**config.mk**
```make
export PLATFORM = sky130hd
export DESIGN_NAME = ecall_io_unit
export DESIGN_NICKNAME = d
export VERILOG_FILES = /design/src/rtl/ecall_io_unit_pkg.sv /design/src/rtl/ecall_io_unit_btn_debounce.sv /design/src/rtl/ecall_io_unit.sv
export SDC_FILE = /design/constraint.sdc
export NUM_CORES = 1
export LEC_CHECK = 0
export CORE_ASPECT_RATIO = 0.5
export CORE_MARGIN = 4
export CORE_UTILIZATION = 44
export CTS_CLUSTER_SIZE = 12
export DETAILED_ROUTE_END_ITERATION = 10
export PLACE_DENSITY = 0.86
export SYNTH_ARGS = -nofsm -noshare
export SYNTH_HDL_FRONTEND = slang
export SYNTH_HIERARCHICAL = 1
export SYNTH_SLANG_ARGS = --single-unit
```
**constraint.sdc**
```tcl
create_clock -name clk -period 2.22 [get_ports clk]
set_input_delay 0.333 -clock clk [delete_from_list [all_inputs] [get_ports clk]]
set_output_delay 0.333 -clock clk [all_outputs]
set_load 0.005 [all_outputs]
```
**src/rtl/ecall_io_unit_pkg.sv**
```systemverilog
// Shared definitions for the ecall I/O servicing unit: ecall operation codes,
// the latched operation type, and the data-path width.
package ecall_io_unit_pkg;

    localparam int unsigned XLEN = 32;
    localparam int unsigned EOP_WIDTH = 12;

    localparam logic [EOP_WIDTH-1:0] EOP_PRINT_INT = 12'd1;
    localparam logic [EOP_WIDTH-1:0] EOP_READ_INT  = 12'd5;

    typedef enum logic {
        OP_PRINT = 1'b0,
        OP_READ  = 1'b1
    } ecall_op_e;

endpackage

```
**src/rtl/ecall_io_unit_btn_debounce.sv**
```systemverilog
// Confirm-button conditioner: two-flop synchroniser, stability counter and
// rising-edge detector on the debounced level.
module ecall_io_unit_btn_debounce #(
    parameter int unsigned DEBOUNCE_CYCLES = 200000
) (
    input  logic clk,
    input  logic rst,
    input  logic btn_raw,
    output logic level,
    output logic press_pulse
);

    localparam int unsigned CNT_W = $clog2(DEBOUNCE_CYCLES);

    logic [1:0]       sync_q, sync_d;
    logic             last_q, last_d;
    logic             stable_q, stable_d;
    logic             pulse_q, pulse_d;
    logic [CNT_W-1:0] cnt_q, cnt_d;

    // The counter only runs while the synchronised level is steady and differs
    // from the accepted level; any raw change restarts the stability window.
    always_comb begin
        sync_d   = {sync_q[0], btn_raw};
        last_d   = sync_q[1];
        stable_d = stable_q;
        pulse_d  = 1'b0;
        cnt_d    = '0;
        if (sync_q[1] != last_q) begin
            cnt_d = '0;
        end else if (sync_q[1] != stable_q) begin
            if (cnt_q == CNT_W'(DEBOUNCE_CYCLES - 1)) begin
                stable_d = sync_q[1];
                pulse_d  = sync_q[1];
            end else begin
                cnt_d = cnt_q + CNT_W'(1);
            end
        end
    end

    always_ff @(posedge clk) begin
        if (rst) begin
            sync_q   <= '0;
            last_q   <= 1'b0;
            stable_q <= 1'b0;
            pulse_q  <= 1'b0;
            cnt_q    <= '0;
        end else begin
            sync_q   <= sync_d;
            last_q   <= last_d;
            stable_q <= stable_d;
            pulse_q  <= pulse_d;
            cnt_q    <= cnt_d;
        end
    end

    assign level       = stable_q;
    assign press_pulse = pulse_q;

endmodule

```
**src/rtl/ecall_io_unit.sv**
```systemverilog
// Services PRINT_INT / READ_INT ecalls on board I/O: shows a0 on the display or
// returns a confirmed switch value to a0, stalling the pipeline until done.
module ecall_io_unit
    import ecall_io_unit_pkg::*;
#(
    parameter int unsigned DEBOUNCE_CYCLES = 200000,
    parameter int unsigned SW_WIDTH        = 16
) (
    input  logic                 clk,
    input  logic                 rst,
    input  logic                 eRead,
    input  logic                 eWrite,
    input  logic [11:0]          EcallOp,
    input  logic [31:0]          a0_in,
    input  logic [SW_WIDTH-1:0]  sw_in,
    input  logic                 confirm_btn,
    output logic                 stall,
    output logic                 ecall_wen,
    output logic [31:0]          ecall_wdata,
    output logic [31:0]          disp_data,
    output logic                 disp_valid,
    output logic                 busy
);

    localparam logic [1:0] S_IDLE = 2'd0;
    localparam logic [1:0] S_ARM  = 2'd1;
    localparam logic [1:0] S_WAIT = 2'd2;
    localparam logic [1:0] S_DONE = 2'd3;

    logic [1:0]      state_q, state_d;
    ecall_op_e       op_q, op_d;
    logic            ecall_wen_q, ecall_wen_d;
    logic [XLEN-1:0] ecall_wdata_q, ecall_wdata_d;
    logic [XLEN-1:0] disp_data_q, disp_data_d;
    logic            disp_valid_q, disp_valid_d;
    logic            busy_q, busy_d;

    logic btn_level;
    logic btn_press;
    logic req_print_c;
    logic req_read_c;
    logic req_c;

    ecall_io_unit_btn_debounce #(
        .DEBOUNCE_CYCLES (DEBOUNCE_CYCLES)
    ) u_btn_debounce (
        .clk         (clk),
        .rst         (rst),
        .btn_raw     (confirm_btn),
        .level       (btn_level),
        .press_pulse (btn_press)
    );

    // A raised eWrite suppresses any read request in the same cycle.
    assign req_print_c = eWrite && (EcallOp == EOP_PRINT_INT);
    assign req_read_c  = !eWrite && eRead && (EcallOp == EOP_READ_INT);
    assign req_c       = req_print_c || req_read_c;

    always_ff @(posedge clk) begin
        if (rst) begin
            state_q <= S_IDLE;
        end else begin
            state_q <= state_d;
        end
    end

    // ARM insists on a released button so a press left over from an earlier
    // ecall cannot complete this one.
    always_comb begin
        state_d = state_q;
        case (state_q)
            S_IDLE: if (req_c)      state_d = S_ARM;
            S_ARM:  if (!btn_level) state_d = S_WAIT;
            S_WAIT: if (btn_press)  state_d = S_DONE;
            S_DONE:                 state_d = S_IDLE;
            default:                state_d = S_IDLE;
        endcase
    end

    always_comb begin
        op_d          = op_q;
        ecall_wen_d   = 1'b0;
        ecall_wdata_d = ecall_wdata_q;
        disp_data_d   = disp_data_q;
        disp_valid_d  = disp_valid_q;
        busy_d        = (state_d != S_IDLE);
        if (state_q == S_IDLE) begin
            if (req_print_c) begin
                op_d         = OP_PRINT;
                disp_data_d  = a0_in;
                disp_valid_d = 1'b1;
            end else if (req_read_c) begin
                op_d = OP_READ;
            end
        end
        if ((state_q == S_WAIT) && btn_press && (op_q == OP_READ)) begin
            ecall_wdata_d = XLEN'($signed(sw_in));
            ecall_wen_d   = 1'b1;
        end
    end

    always_ff @(posedge clk) begin
        if (rst) begin
            op_q          <= OP_PRINT;
            ecall_wen_q   <= 1'b0;
            ecall_wdata_q <= '0;
            disp_data_q   <= '0;
            disp_valid_q  <= 1'b0;
            busy_q        <= 1'b0;
        end else begin
            op_q          <= op_d;
            ecall_wen_q   <= ecall_wen_d;
            ecall_wdata_q <= ecall_wdata_d;
            disp_data_q   <= disp_data_d;
            disp_valid_q  <= disp_valid_d;
            busy_q        <= busy_d;
        end
    end

    // Stall drops in DONE so the ecall retires in that cycle and is not re-accepted.
    assign stall = !rst && (((state_q == S_IDLE) && req_c) ||
                            (state_q == S_ARM) || (state_q == S_WAIT));

    assign ecall_wen   = ecall_wen_q;
    assign ecall_wdata = ecall_wdata_q;
    assign disp_data   = disp_data_q;
    assign disp_valid  = disp_valid_q;
    assign busy        = busy_q;

endmodule
```
==> impl_metrics.json, run 1 <==
{
  "timing.final.crit_share_pct": 92.67,
  "clock-root-buffer": "clkbuf_16",
  "final_antenna_net_count": 0,
  "critPathArrivalTime_ps": 1720,
  "synth_nets": 449,
  "postLayoutCoreUtil_pct": 68.10,
  "drt_iter0_drc": 268,
  "async_flop_share_pct": 0,
  "grt_pass1_wl_mm": 15.07,
  "yosysMostFrequentCell": "dfxtp_1",
  "ys_top_cells_by_area": "dfxtp_1, nand4b_1, o21ai_2",
  "end_kind": "output port",
  "io_pins": 133,
  "synth-edff-count": 0,
  "postCtsSetupBuffers": 0,
  "dieArea_sq_um": 9543,
  "syn_to_final_growth_pct": 46.55,
  "ys_seq_elements": 77,
  "ys_warn_count": 6,
  "yosys-top-cells-count": "dfxtp_1, nand2_1, nand4b_1",
  "clk_latency_ps": 330,
  "drive_gt1_share_pct": 13.64,
  "ys_seq_area_share_pct": 43.98,
  "cp-start-kind": "input port",
  "grtUsageTotal_pct": 19.61,
  "synthCells": 383,
  "diodes": 0,
  "dp_cells": 598,
  "final-hold-violation-count": 0,
  "num_rows": 22,
  "vias": 3105,
  "cts_hold_buf": 0,
  "status": "finished, final reports clean",
  "drt-met1-wl_mm": 3.748,
  "fmax_ghz": 0.4861,
  "place_congestion": 0.8798,
  "cts_tree": "yes",
  "rsz0062_at_grt": "no",
  "die_h_microns": 71.11,
  "fp.dieW_microns": 134.2,
  "synth_top_area_share_pct": 43.98,
  "min_period_ps": 2057,
  "cts_max_path_buffers": 2,
  "grt_pass1_vias": 2975,
  "syn_area_per_cell_sq_um": 9.150,
  "required_ps": 1890,
  "hpwlAfterDp_mm": 6.500,
  "grt_max_degree": 50,
  "powerDensity_nw_per_um2": 608.0,
  "antenna_found_initial": 0,
  "cts.sinks": 77,
  "synthFlopType": "dfxtp_1",
  "remaining_drc_errors": 0,
  "synth_top_cell_by_area": "dfxtp_1",
  "crit_type": "in2out",
  "clk_pin_slew_ps": 60,
  "cap_violations": 0,
  "start_util_pct": 46.47,
  "hold_path_class": "reg2reg",
  "htree_levels": 3,
  "routedWlPerCell_microns": 14.94,
  "routed.top_layer": "met4",
  "setup_viol": 0,
  "worst_pin_slew_ps": 471.6,
  "p_leak_nw": 1.715,
  "synth_cell_types": 40,
  "syn_area_sq_um": 3505,
  "cts_buffers": 9,
  "met3_length_microns": 337,
  "met2_length_mm": 4.759,
  "viasPerCell": 5.057,
  "drt-total-wl_mm": 9.173,
  "design_area_sq_um": 5136,
  "nFillCells": 587,
  "core_area_sq_um": 7542,
  "final_max_slew_viol_count": 0,
  "cp_max_fo": 2,
  "fin_skew_ps": 5.176,
  "finalNetCount": 567,
  "portBuffers": 132,
  "final_cells": 614,
  "slew_headroom_pct": 68.52,
  "vdd_ir_drop_max_mv": 0.4181,
  "drtPass1Iterations": 4,
  "power.total_mw": 3.123,
  "gr-total-overflow": 0,
  "dpl-instance-area_sq_um": 4820
}
-- kinds of logic (layout without fill, tap and decap cells) --
logic type	count (synthesis)	in the layout	synth area share, %
xor gates and xnor gates	13	13	3.249
DFF	77	77	43.98
and+or+nand+nor	177	177	30.24
muxes	1	1	0.2856
AOI/OAI and AO/OA	66	66	13.03
buffers and inverters	48	171	8.854
adders and majority gates	1	1	0.3570
-- placed cells by master, fill, tap and decap left out, types with 2 or more instances in the layout --
| master | n |
|---|---|
| clkbuf_16 | 9 |
| dfxtp_1 | 77 |
| xnor2_1 | 10 |
| buf_12 | 2 |
| nor4_1 | 6 |
| inv_1 | 7 |
| clkdlybuf4s50_1 | 130 |
| buf_4 | 14 |
| or4_1 | 5 |
| nand2b_1 | 32 |
| nand3_1 | 8 |
| a31oi_1 | 2 |
| a21oi_1 | 25 |
| and3_1 | 2 |
| nor4b_1 | 4 |
| nand4b_1 | 33 |
| nand2_1 | 42 |
| o21ai_0 | 4 |
| bufinv_16 | 2 |
| o31ai_1 | 3 |
| o21ai_2 | 30 |
| nor3_1 | 3 |
| nand4_1 | 3 |
| and2_1 | 2 |
| nor2_1 | 22 |
| clkbuf_1 | 3 |
| nor2b_1 | 3 |
| xor2_1 | 3 |
-- metal layers --
| metal | vias up | GRT usage, % |
|---|---|---|
| li1 | 1560 | - |
| met1 | 1455 | 23.06 |
| met2 | 65 | 33.09 |
| met3 | 25 | 5.966 |
| met4 | 0 | 9.368 |
| met5 | - | 0 |
-- final timing paths --
kind	from	to	slack [ps]	cells after the start
setup / recovery	EcallOp[3]	stall	160	6
hold / removal	u_btn_debounce/sync_q[0]$_SDFF_PP0_	u_btn_debounce/sync_q[1]$_SDFF_PP0_	440	1
setup reg to reg	u_btn_debounce/cnt_q[8]$_SDFF_PP0_	u_btn_debounce/cnt_q[17]$_SDFF_PP0_	190	4
hold reg to reg	u_btn_debounce/sync_q[0]$_SDFF_PP0_	u_btn_debounce/sync_q[1]$_SDFF_PP0_	440	1
-- power breakdown --
part | leakage (nW) | internal, mW | switching [mW]
clock network | 0.147 | 0.983 | 0.545
logic | 0.948 | 0.132 | 0.0656
registers | 0.621 | 1.39 | 0.00704
total | 1.72 | 2.51 | 0.618
-- through the flow --
stage	hold WS, ps	TNS, ps	worst slack (ps)
2_1_floorplan	404.6	0	359.8
3_3_place_gp	418.9	-541.2	-167.6
3_5_place_dp	443.9	-755.2	-225.2
4_1_cts	457.1	0	32.52
5_1_grt	470.8	0	76.08
6_report	443.5	0	162.8
-- state kept, by name, indices dropped and copies added (netlist names), 2 cells and up --
| name | flops |
|---|---|
| ecall_wdata | 16 |
| u_btn_debounce/sync_q | 2 |
| disp_data | 32 |
| u_btn_debounce/cnt_q | 18 |
| state_q | 2 |
-- critical path: stages --
cell and delay, ps:
clkdlybuf4s50_1 420, nor4_2 250, and4_1 260, o21ai_0 140, a21oi_1 170, clkbuf_2 150
-- cell type report --
| class | instances | area, sq um | share of cell area [%] |
|---|---|---|---|
| timing repair buffer | 148 | 1456 | 28.36 |
| multi-input combinational | 258 | 1668 | 32.47 |
| clock buffer | 12 | 236.5 | 4.604 |
| tap | 108 | 135.1 | 2.631 |
| sequential | 77 | 1541 | 30.01 |
| inverter | 7 | 26.28 | 0.5116 |
| clock inverter | 4 | 72.57 | 1.413 |
-- what timing repair did --
item                       4_1_cts  5_1_grt
pin swaps                        1        1
hold endpoints to repair         0        0
setup endpoints to repair        1        1
gates resized for setup          1        4
No activity file was read; power rests on OpenSTA's default activity.
==> inputs of run 2 (changes only) <==
SETUP_SLACK_MARGIN = 0.05   (was unset)
==> results of run 2 <==
Final layout, timing and power as in run 1 (identical DEF).
Main changes from that run: number of gates resized after CTS 1 -> 2
==> inputs of run 3 (changes only) <==
ABC_AREA = 0   (was unset)
==> results of run 3 <==
Final layout, timing and power as in run 1 (identical DEF).
Main changes from that run: number of gates resized after CTS 1 -> 2
